--- src/rtl/bitplane_serializer.sv ---
// ---------------------------------------------------------------------------
// bitplane_serializer
//   On a start pulse, reads NUM_WORDS words from the single-port RB memory
//   into a local buffer, then sends WORD_W serial packets on sd/sen. Packet k
//   carries bit plane WORD_W-1-k: the PKT_AW-bit index k (MSB first), then
//   bit p of words NUM_WORDS-1 down to 0. Packets are separated by one idle
//   cycle.
//
//   Optional feature macro: PKT_PARITY_EN
//     When defined, each packet ends with one even-parity bit computed over
//     its index and data bits.
//
// Ports
//   clk    in   rising-edge clock
//   rst    in   synchronous reset, active high
//   start  in   1-cycle frame request, ignored unless idle
//   busy   out  high from the cycle after an accepted start until done
//   done   out  1-cycle pulse after the last packet bit
//   RB_RW  out  memory read/write select, constant 1 (read)
//   RB_A   out  memory address
//   RB_D   out  memory write data, constant 0
//   RB_Q   in   memory read data, valid 1 cycle after RB_A
//   sen    out  serial enable, active low while a packet bit is on sd
//   sd     out  serial data
// ---------------------------------------------------------------------------
module bitplane_serializer #(
   parameter int unsigned WORD_W    = 8,
   parameter int unsigned NUM_WORDS = 18,
   parameter int unsigned RB_AW     = 5
) (
   input  logic              clk,
   input  logic              rst,
   input  logic              start,
   output logic              busy,
   output logic              done,
   output logic              RB_RW,
   output logic [RB_AW-1:0]  RB_A,
   output logic [WORD_W-1:0] RB_D,
   input  logic [WORD_W-1:0] RB_Q,
   output logic              sen,
   output logic              sd
);

   localparam int unsigned PKT_AW = $clog2(WORD_W);
   localparam int unsigned PW     = PKT_AW + 1;
   // One counter serves the load phase (0..NUM_WORDS), the index field and the data bits.
   localparam int unsigned CW     = $clog2(NUM_WORDS + WORD_W + 1);

   typedef enum logic [2:0] {
      S_IDLE, S_LOAD, S_ADDR, S_DATA, S_PAR, S_GAP, S_FIN
   } state_t;

   state_t            state, state_n;
   logic [CW-1:0]     cnt, cnt_n;
   logic [PW-1:0]     pkt, pkt_n;
   logic [RB_AW-1:0]  rb_a_n;
   logic              sen_n, sd_n, busy_n, done_n;
   logic              pkt_end;
   logic              addr_bit, data_bit;
   logic [WORD_W-1:0] word_sel;
   logic [WORD_W-1:0] wbuf [NUM_WORDS];
`ifdef PKT_PARITY_EN
   logic              par, par_n;
`endif

   assign RB_RW = 1'b1;
   assign RB_D  = '0;

   // Next state and counters
   always_comb begin
      state_n = state;
      cnt_n   = cnt;
      pkt_n   = pkt;
      rb_a_n  = RB_A;
      pkt_end = 1'b0;
      case (state)
         S_IDLE: begin
            if (start) begin
               state_n = S_LOAD;
               cnt_n   = '0;
               rb_a_n  = '0;
            end
         end
         S_LOAD: begin
            if (cnt == CW'(NUM_WORDS)) begin
               state_n = S_ADDR;
               cnt_n   = CW'(PKT_AW - 1);
               pkt_n   = '0;
            end else begin
               cnt_n = cnt + 1'b1;
               if (cnt < CW'(NUM_WORDS - 1))
                  rb_a_n = RB_A + 1'b1;
            end
         end
         S_ADDR: begin
            if (cnt == '0) begin
               state_n = S_DATA;
               cnt_n   = CW'(NUM_WORDS - 1);
            end else begin
               cnt_n = cnt - 1'b1;
            end
         end
         S_DATA: begin
            if (cnt == '0) begin
`ifdef PKT_PARITY_EN
               state_n = S_PAR;
`else
               pkt_end = 1'b1;
`endif
            end else begin
               cnt_n = cnt - 1'b1;
            end
         end
`ifdef PKT_PARITY_EN
         S_PAR: pkt_end = 1'b1;
`endif
         S_GAP: begin
            state_n = S_ADDR;
            pkt_n   = pkt + 1'b1;
            cnt_n   = CW'(PKT_AW - 1);
         end
         S_FIN:   state_n = S_IDLE;
         default: state_n = S_IDLE;
      endcase
      if (pkt_end)
         state_n = (pkt == PW'(WORD_W - 1)) ? S_FIN : S_GAP;
   end

   // Output values for the next cycle, decoded from the next state so that
   // every output can be registered without an extra cycle of latency.
   always_comb begin
      addr_bit = 1'b0;
      for (int unsigned i = 0; i < PKT_AW; i++)
         if (cnt_n == CW'(i)) addr_bit = pkt_n[i];
      word_sel = '0;
      for (int unsigned i = 0; i < NUM_WORDS; i++)
         if (cnt_n == CW'(i)) word_sel = wbuf[i];
      // Plane WORD_W-1-k equals ~k because WORD_W is a power of two.
      data_bit = word_sel[~pkt_n[PKT_AW-1:0]];

      sen_n  = 1'b1;
      sd_n   = 1'b0;
      busy_n = (state_n != S_IDLE) && (state_n != S_FIN);
      done_n = (state_n == S_FIN);
      case (state_n)
         S_ADDR: begin sen_n = 1'b0; sd_n = addr_bit; end
         S_DATA: begin sen_n = 1'b0; sd_n = data_bit; end
`ifdef PKT_PARITY_EN
         S_PAR:  begin sen_n = 1'b0; sd_n = par;      end
`endif
         default: ;
      endcase
`ifdef PKT_PARITY_EN
      if (state_n == S_ADDR || state_n == S_DATA)
         par_n = par ^ sd_n;
      else if (state_n == S_PAR)
         par_n = par;
      else
         par_n = 1'b0;
`endif
   end

   always_ff @(posedge clk) begin
      if (rst) begin
         state <= S_IDLE;
         cnt   <= '0;
         pkt   <= '0;
         RB_A  <= '0;
         sen   <= 1'b1;
         sd    <= 1'b0;
         busy  <= 1'b0;
         done  <= 1'b0;
`ifdef PKT_PARITY_EN
         par   <= 1'b0;
`endif
      end else begin
         state <= state_n;
         cnt   <= cnt_n;
         pkt   <= pkt_n;
         RB_A  <= rb_a_n;
         sen   <= sen_n;
         sd    <= sd_n;
         busy  <= busy_n;
         done  <= done_n;
`ifdef PKT_PARITY_EN
         par   <= par_n;
`endif
      end
   end

   // In load cycle c (c >= 1) RB_Q holds the word addressed in cycle c-1.
   always_ff @(posedge clk) begin
      if (state == S_LOAD) begin
         for (int unsigned i = 0; i < NUM_WORDS; i++)
            if (cnt == CW'(i + 1)) wbuf[i] <= RB_Q;
      end
   end

endmodule
--- config.mk ---
export PLATFORM = sky130hd
export DESIGN_NAME = bitplane_serializer
export DESIGN_NICKNAME = d
export VERILOG_FILES = /design/src/rtl/bitplane_serializer.sv
export SDC_FILE = /design/constraint.sdc
export NUM_CORES = 1
export LEC_CHECK = 0
export ABC_AREA = 1
export CAP_MARGIN = 20
export CORE_ASPECT_RATIO = 0.9
export CORE_MARGIN = 8
export CORE_UTILIZATION = 55
export CTS_CLUSTER_SIZE = 40
export DETAILED_ROUTE_END_ITERATION = 10
export PLACE_DENSITY = 0.8
export SLEW_MARGIN = 10
export SYNTH_ARGS = -nofsm -noshare
export SYNTH_HDL_FRONTEND = slang
export SYNTH_SLANG_ARGS = --single-unit
--- constraint.sdc ---
create_clock -name clk -period 3.2 [get_ports clk]
set_clock_uncertainty 0.2 [all_clocks]
set_input_delay 0.64 -clock clk [delete_from_list [all_inputs] [get_ports clk]]
set_output_delay 0.64 -clock clk [all_outputs]
set_load 0.02 [all_outputs]
==> results of run 1 <==
synth_stat cells:
library cell,count
a21oi_1,31
a21oi_2,1
a31oi_1,1
buf_2,2
buf_4,10
buf_6,3
clkbuf_1,1
conb_1,2
dfxtp_1,21
edfxtp_1,144
ha_1,9
inv_1,82
inv_2,9
inv_4,4
inv_6,1
nand2_1,148
nand2_2,8
nand2_4,5
nand3_1,43
nand3_2,6
nand3_4,4
nand3b_2,1
nand4_1,34
nand4_4,1
nor2_1,79
nor2_2,7
nor2_4,12
nor2_8,6
nor3_1,17
nor3_2,1
nor3b_1,2
o2111ai_1,1
o211ai_1,1
o21a_1,1
o21ai_0,7
o21ai_1,1
o22ai_1,1
o311ai_0,1
or2_0,4
or2_1,1
per-layer routing:
metal	vias to the layer above	wire (µm)
met2	212	8790
met4	0	440
met3	38	1320
met1	2659	7810
met5	-	0
li1	2616	-
placed cells by master (no fill, tap or decap), drive strengths merged:
cell / synthesis / final
nand2: 161 / 161
edfxtp: 144 / 144
nor2: 104 / 104
inv: 96 / 100
buf: 15 / 84
nand3: 53 / 53
nand4: 35 / 35
a21oi: 32 / 32
dfxtp: 21 / 21
clkdlybuf4s50: 0 / 19
clkbuf: 1 / 19
nor3: 18 / 18
conb: 2 / 9
ha: 9 / 9
o21ai: 8 / 8
or2: 5 / 5
clkinv: 0 / 3
nor3b: 2 / 2
clkinvlp: 0 / 2
bufinv: 0 / 2
nand3b: 1 / 1
a31oi: 1 / 1
o22ai: 1 / 1
o2111ai: 1 / 1
o211ai: 1 / 1
o311ai: 1 / 1
o21a: 1 / 1
power by group:
| part | switching [mW] | total [mW] | internal [mW] |
|---|---|---|---|
| Sequential | 0.0771 | 2.52 | 2.44 |
| Clock | 0.820 | 1.96 | 1.14 |
| Combinational | 2.59 | 4.19 | 1.60 |
worst max-delay path: cells and delay by family (launching register included):
| family | cells | cell delay [ns] |
|---|---|---|
| compound gates | 1 | 0.05 |
| fa+ha+maj | 2 | 0.38 |
| buf+inv | 4 | 0.26 |
| flops | 1 | 0.36 |
| simple gates | 21 | 2.11 |
how the worst max path moves through the flow:
stage            from  to  slack, ns  cells after the start
6_report       cnt[0]  sd      -0.31                     28
5_1_grt        cnt[0]  sd      -0.53                     30
4_1_cts        cnt[0]  sd      -0.29                     30
3_5_place_dp    start  sd      -0.70                     23
3_3_place_gp    start  sd      -0.66                     23
2_1_floorplan  cnt[0]  sd     -0.008                     26
layout make-up:
type / instances / area [µm²] / area share
Multi-Input combinational cell: 443 / 2460 / 0.265
Sequential cell: 165 / 4750 / 0.513
Clock buffer: 19 / 433 / 0.0467
Timing Repair Buffer: 103 / 903 / 0.0975
Inverter: 96 / 380 / 0.0411
Clock inverter: 11 / 126 / 0.0136
Tap cell: 168 / 210 / 0.0227
sequential cells by signal, indices dropped and copies added (netlist names):
name and flops:
busy 1, done 1, cnt 5, pkt 4
RB_A 5, wbuf 144, state 3, sd 1
sen 1
repair_timing:
item	in CTS	in global routing
pin swaps	4	3
hold buffers	0	0
buffers inserted	3	0
setup endpoints to repair	1	1
gates resized for setup	6	5
kinds of logic after synthesis:
kind of cell | count (synthesis) | share of synthesized area
adders and majority gates | 9 | 0.0148
other | 2 | 0.000988
and+or+nand+nor | 379 | 0.262
DFF | 165 | 0.624
buffers and inverters | 112 | 0.0655
AOI/OAI and AO/OA | 46 | 0.0328
==> flow_summary.toml, run 1 <==
[synth]
seq_area_frac_synth = 0.624
ys_seq_elements = 165
synthCells = 713
synth_cell_type_count = 40
yosysTopAreaCell = "edfxtp_1"
ys.warnings.count = 0
synthTopCellsByArea = "edfxtp_1 57%, nand2_1 7.3%, dfxtp_1 5.5%, inv_1 4.0%, nor2_1 3.9%"
syn_avg_cell_area_um2 = 10.7
synth_top_area_share = 0.569
synth_area_um2 = 7600

[worst_hold_path]
hold_path_class = "reg -> reg"
holdPathEnd = "RB_A[4]"
whs_path_depth = 1
hp-start = "RB_A[4]"

[sta]
period_minus_slack_ns = 3.51
hold_violations = 0
setup_tns_ns = -0.309
rsz0062_at_grt = "yes"
holdWs_ns = 0.262
period_share = 1.10
tightest_slew_ns = 0.906
fin_ws_ns = -0.309
setup_viol = 1
slew_viol_final = 0
max_freq_mhz = 285
max-slew-margin-rel = 0.394

[global_route]
track_usage = 0.213
grt_use_met1 = 0.280
antenna_found_initial = 0
gr-total-overflow = 0
grt_max_degree = 19
top_usage_layer = "met2"
first_global_vias = 5382
use_met2 = 0.341
grt_pass1_wl_um = 29000
grtUsageMet3 = 0.0417

[placement]
dp.cells = 972
placed_cell_area_um2 = 8630
post-place-ws_ns = -0.701
dp_hpwl_um = 12900
place_congestion = 0.898
io_buffers = 19

[floorplanning]
rows = 40
die-area_um2 = 17800
fp.dieW_um = 140
core_area_um2 = 13400
io_pins = 29
start_util = 0.567
die_h_um = 128

[status]
violations = "negative setup slack"
outcome = "complete, but fails checks"

[setup_path]
rr_startpoint = "cnt[0]"
reg2reg_to = "sd"
path_max_fanout = 10
r2r_slack_ns = -0.31
cp.required_ns = 3.30
cpPeakStageDelay_ns = 0.36
endpoint_kind = "flip-flop"
criticalPathCategory = "reg -> reg"
slowest_stage = "dfxtp_4"
worstSetupStartpointType = "flip-flop"
critPathMostFrequentCell = "nand2_1"
arrival_ns = 3.61
reg2regPathDepth = 28

[drt]
vias_per_cell = 5.50
wire_per_inst_um = 18.3
drc = 0
routed_wl_um = 18400
drt_first_pass_iters = 5
first_iter_violations = 765
ant_nets = 0
num_vias = 5525

[layout]
num_antenna_cells = 0
nFillCells = 917
drive_gt1_frac = 0.231
final_cells = 1005
stdcell_area_um2 = 9260
final_util = 0.690
final_nets = 846
area_growth_pct = 21.8

[run]
cap_violations = 0

[pwr]
vdd_drop_max_v = 0.000548
p_total_mw = 8.67
power_density_nw_per_um2 = 936
total_leakage_power_nw = 3.67

[clock_tree]
clock_latency_ns = 0.43
cts_buffers = 17
h-tree-depth = 4
clk_pin_slew_worst_paths_ns = 0.06
cts.sinks = 165
root_buffer = "clkbuf_16"
cts_tree = "done"
cts_buffer_depth = 2
Note: power is estimated with default switching activity, not from simulation.
==> run 2: changes to the inputs <==
GPL_TIMING_DRIVEN = 0   (was unset)
==> run 2 against run 1 <==
The flow still finishes with violations (negative setup slack). Sequential cell count unchanged. Sequential power barely moved. Combinational power shrank 4%. Critical path type unchanged. Largest power group unchanged.
==> flow_summary.toml, run 2 (synthesized netlist as in run 1, its figures left out) <==
[global_route]
grt_pass1_wl_um = 26300
gr-total-overflow = 0
antenna_found_initial = 0
first_global_vias = 5183
track_usage = 0.190
grt_max_degree = 19

[setup_path]
cpPeakStageDelay_ns = 0.37
criticalPathCategory = "reg -> reg"
r2r_slack_ns = -0.47
slowest_stage = "dfxtp_4"
cp.required_ns = 3.29
endpoint_kind = "flip-flop"
critPathMostFrequentCell = "nand2_1"
arrival_ns = 3.76
path_max_fanout = 10
worstSetupStartpointType = "flip-flop"

[clock_tree]
cts_hold_buf = 0
clock_latency_ns = 0.42
clk_pin_slew_worst_paths_ns = 0.06
cts_buffers = 17
cts_tree = "done"
root_buffer = "clkbuf_16"
cts_buffer_depth = 2
h-tree-depth = 4
cts.sinks = 165

[sta]
period_minus_slack_ns = 3.67
max_freq_mhz = 272
rsz0062_at_grt = "yes"
max-slew-margin-rel = 0.453
setup_tns_ns = -0.472
period_share = 1.15
fin_ws_ns = -0.472
tightest_slew_ns = 0.818
hold_violations = 0
slew_viol_final = 0
setup_viol = 1

[layout]
final_cell_mix = "147 x nand2_1, 144 x edfxtp_1, 78 x inv_1"
drive_gt1_frac = 0.199
num_antenna_cells = 0
top_register = "wbuf"
area_growth_pct = 17.6
top_regs = "wbuf: 144 flops, RB_A: 5 flops, cnt: 5 flops"
layout_commonest_cell = "nand2_1"
final_nets = 807
final_cells = 968
largest_reg_flops = 144
final_util = 0.667

[placement]
place_congestion = 0.895
dp_hpwl_um = 11400
post-place-ws_ns = -0.866
dp.cells = 910
io_buffers = 19

[drt]
vias_per_cell = 5.55
routed_wl_um = 16900
ant_nets = 0
wire_per_inst_um = 17.5
drc = 0
num_vias = 5377
first_iter_violations = 530
drt_first_pass_iters = 5

[floorplanning]
core_area_um2 = 13400
io_pins = 29
rows = 40
die-area_um2 = 17800
fp.dieW_um = 140
die_h_um = 128
start_util = 0.567

[pwr]
power_density_nw_per_um2 = 957
total_leakage_power_nw = 3.47
vdd_drop_max_v = 0.000666

[status]
violations = "negative setup slack"
outcome = "complete, but fails checks"

[run]
cap_violations = 0

[worst_hold_path]
hold_path_class = "reg -> reg"
[run 2: changes by cell type in the layout (fill, tap and decap cells not counted), moves of 4 or more]
| cell | before | now |
|---|---|---|
| buf_12 | 6 | 1 |
| buf_2 | 0 | 7 |
| buf_4 | 76 | 27 |
| buf_6 | 2 | 6 |
| nor2_1 | 75 | 71 |
| nor2_2 | 10 | 14 |
[run 2: through the flow]
stage / hold slack [ns] / power, mW / cell area, µm²
final: 0.265 / 8.56 / 8940
after global routing: 0.291 / 8.99 / 8940
after CTS: 0.266 / 8.37 / 8860
after detailed placement: 0.253 / 6.00 / 8100
after global placement: 0.235 / 5.91 / 8080
after floorplan: 0.310 / 5.04 / 7680
[run 2: power by group]
| part | leakage [nW] | switching [mW] | internal [mW] | total (mW) |
|---|---|---|---|---|
| Combinational | 1.73 | 2.60 | 1.44 | 4.04 |
| Clock | 0.273 | 0.841 | 1.16 | 2.00 |
| Sequential | 1.47 | 0.0805 | 2.44 | 2.52 |
| Total | 3.47 | 3.52 | 5.03 | 8.56 |
[run 2: what timing repair did]
action                                 CTS  global route
resized for setup                       10             9
setup buffers                           18             3
endpoints found under the hold margin    0             0
pin swaps                               22            27
setup endpoints to repair                1             1
[run 2: per-layer routing]
layer  GRT usage  vias up  share of wire
met5           0        -              0
met4      0.0689        0          0.020
met3      0.0488       38          0.069
met2       0.314      254           0.48
met1       0.238     2542           0.43
li1            -     2543              -
[run 2: worst paths after layout]
path,end,from,cells past startpoint
setup reg to reg,sd,cnt[0],29
hold reg to reg,RB_A[4],RB_A[4],1
hold / removal,RB_A[4],RB_A[4],1
setup / recovery,sd,cnt[0],29
[run 2: final cells by class]
cell class                 count  area [µm²]
multi-input combinational    443        2460
inverter                      96         385
fill                         947        4470
buffer                        16         126
clock inverter                14         150
clock buffer                  18         429
tap                          168         210
sequential                   165        4750
timing repair buffer          48         423
[run 2: worst max-delay path, delay by kind of cell, from the launching register on]
family                   cells  cell delay [ns]
AND/OR/NAND/NOR             22             2.22
flip-flops                   1             0.37
adder cells (fa/ha/maj)      2             0.37
buffers and inverters        4             0.31
AO/OA/AOI/OAI                1             0.05
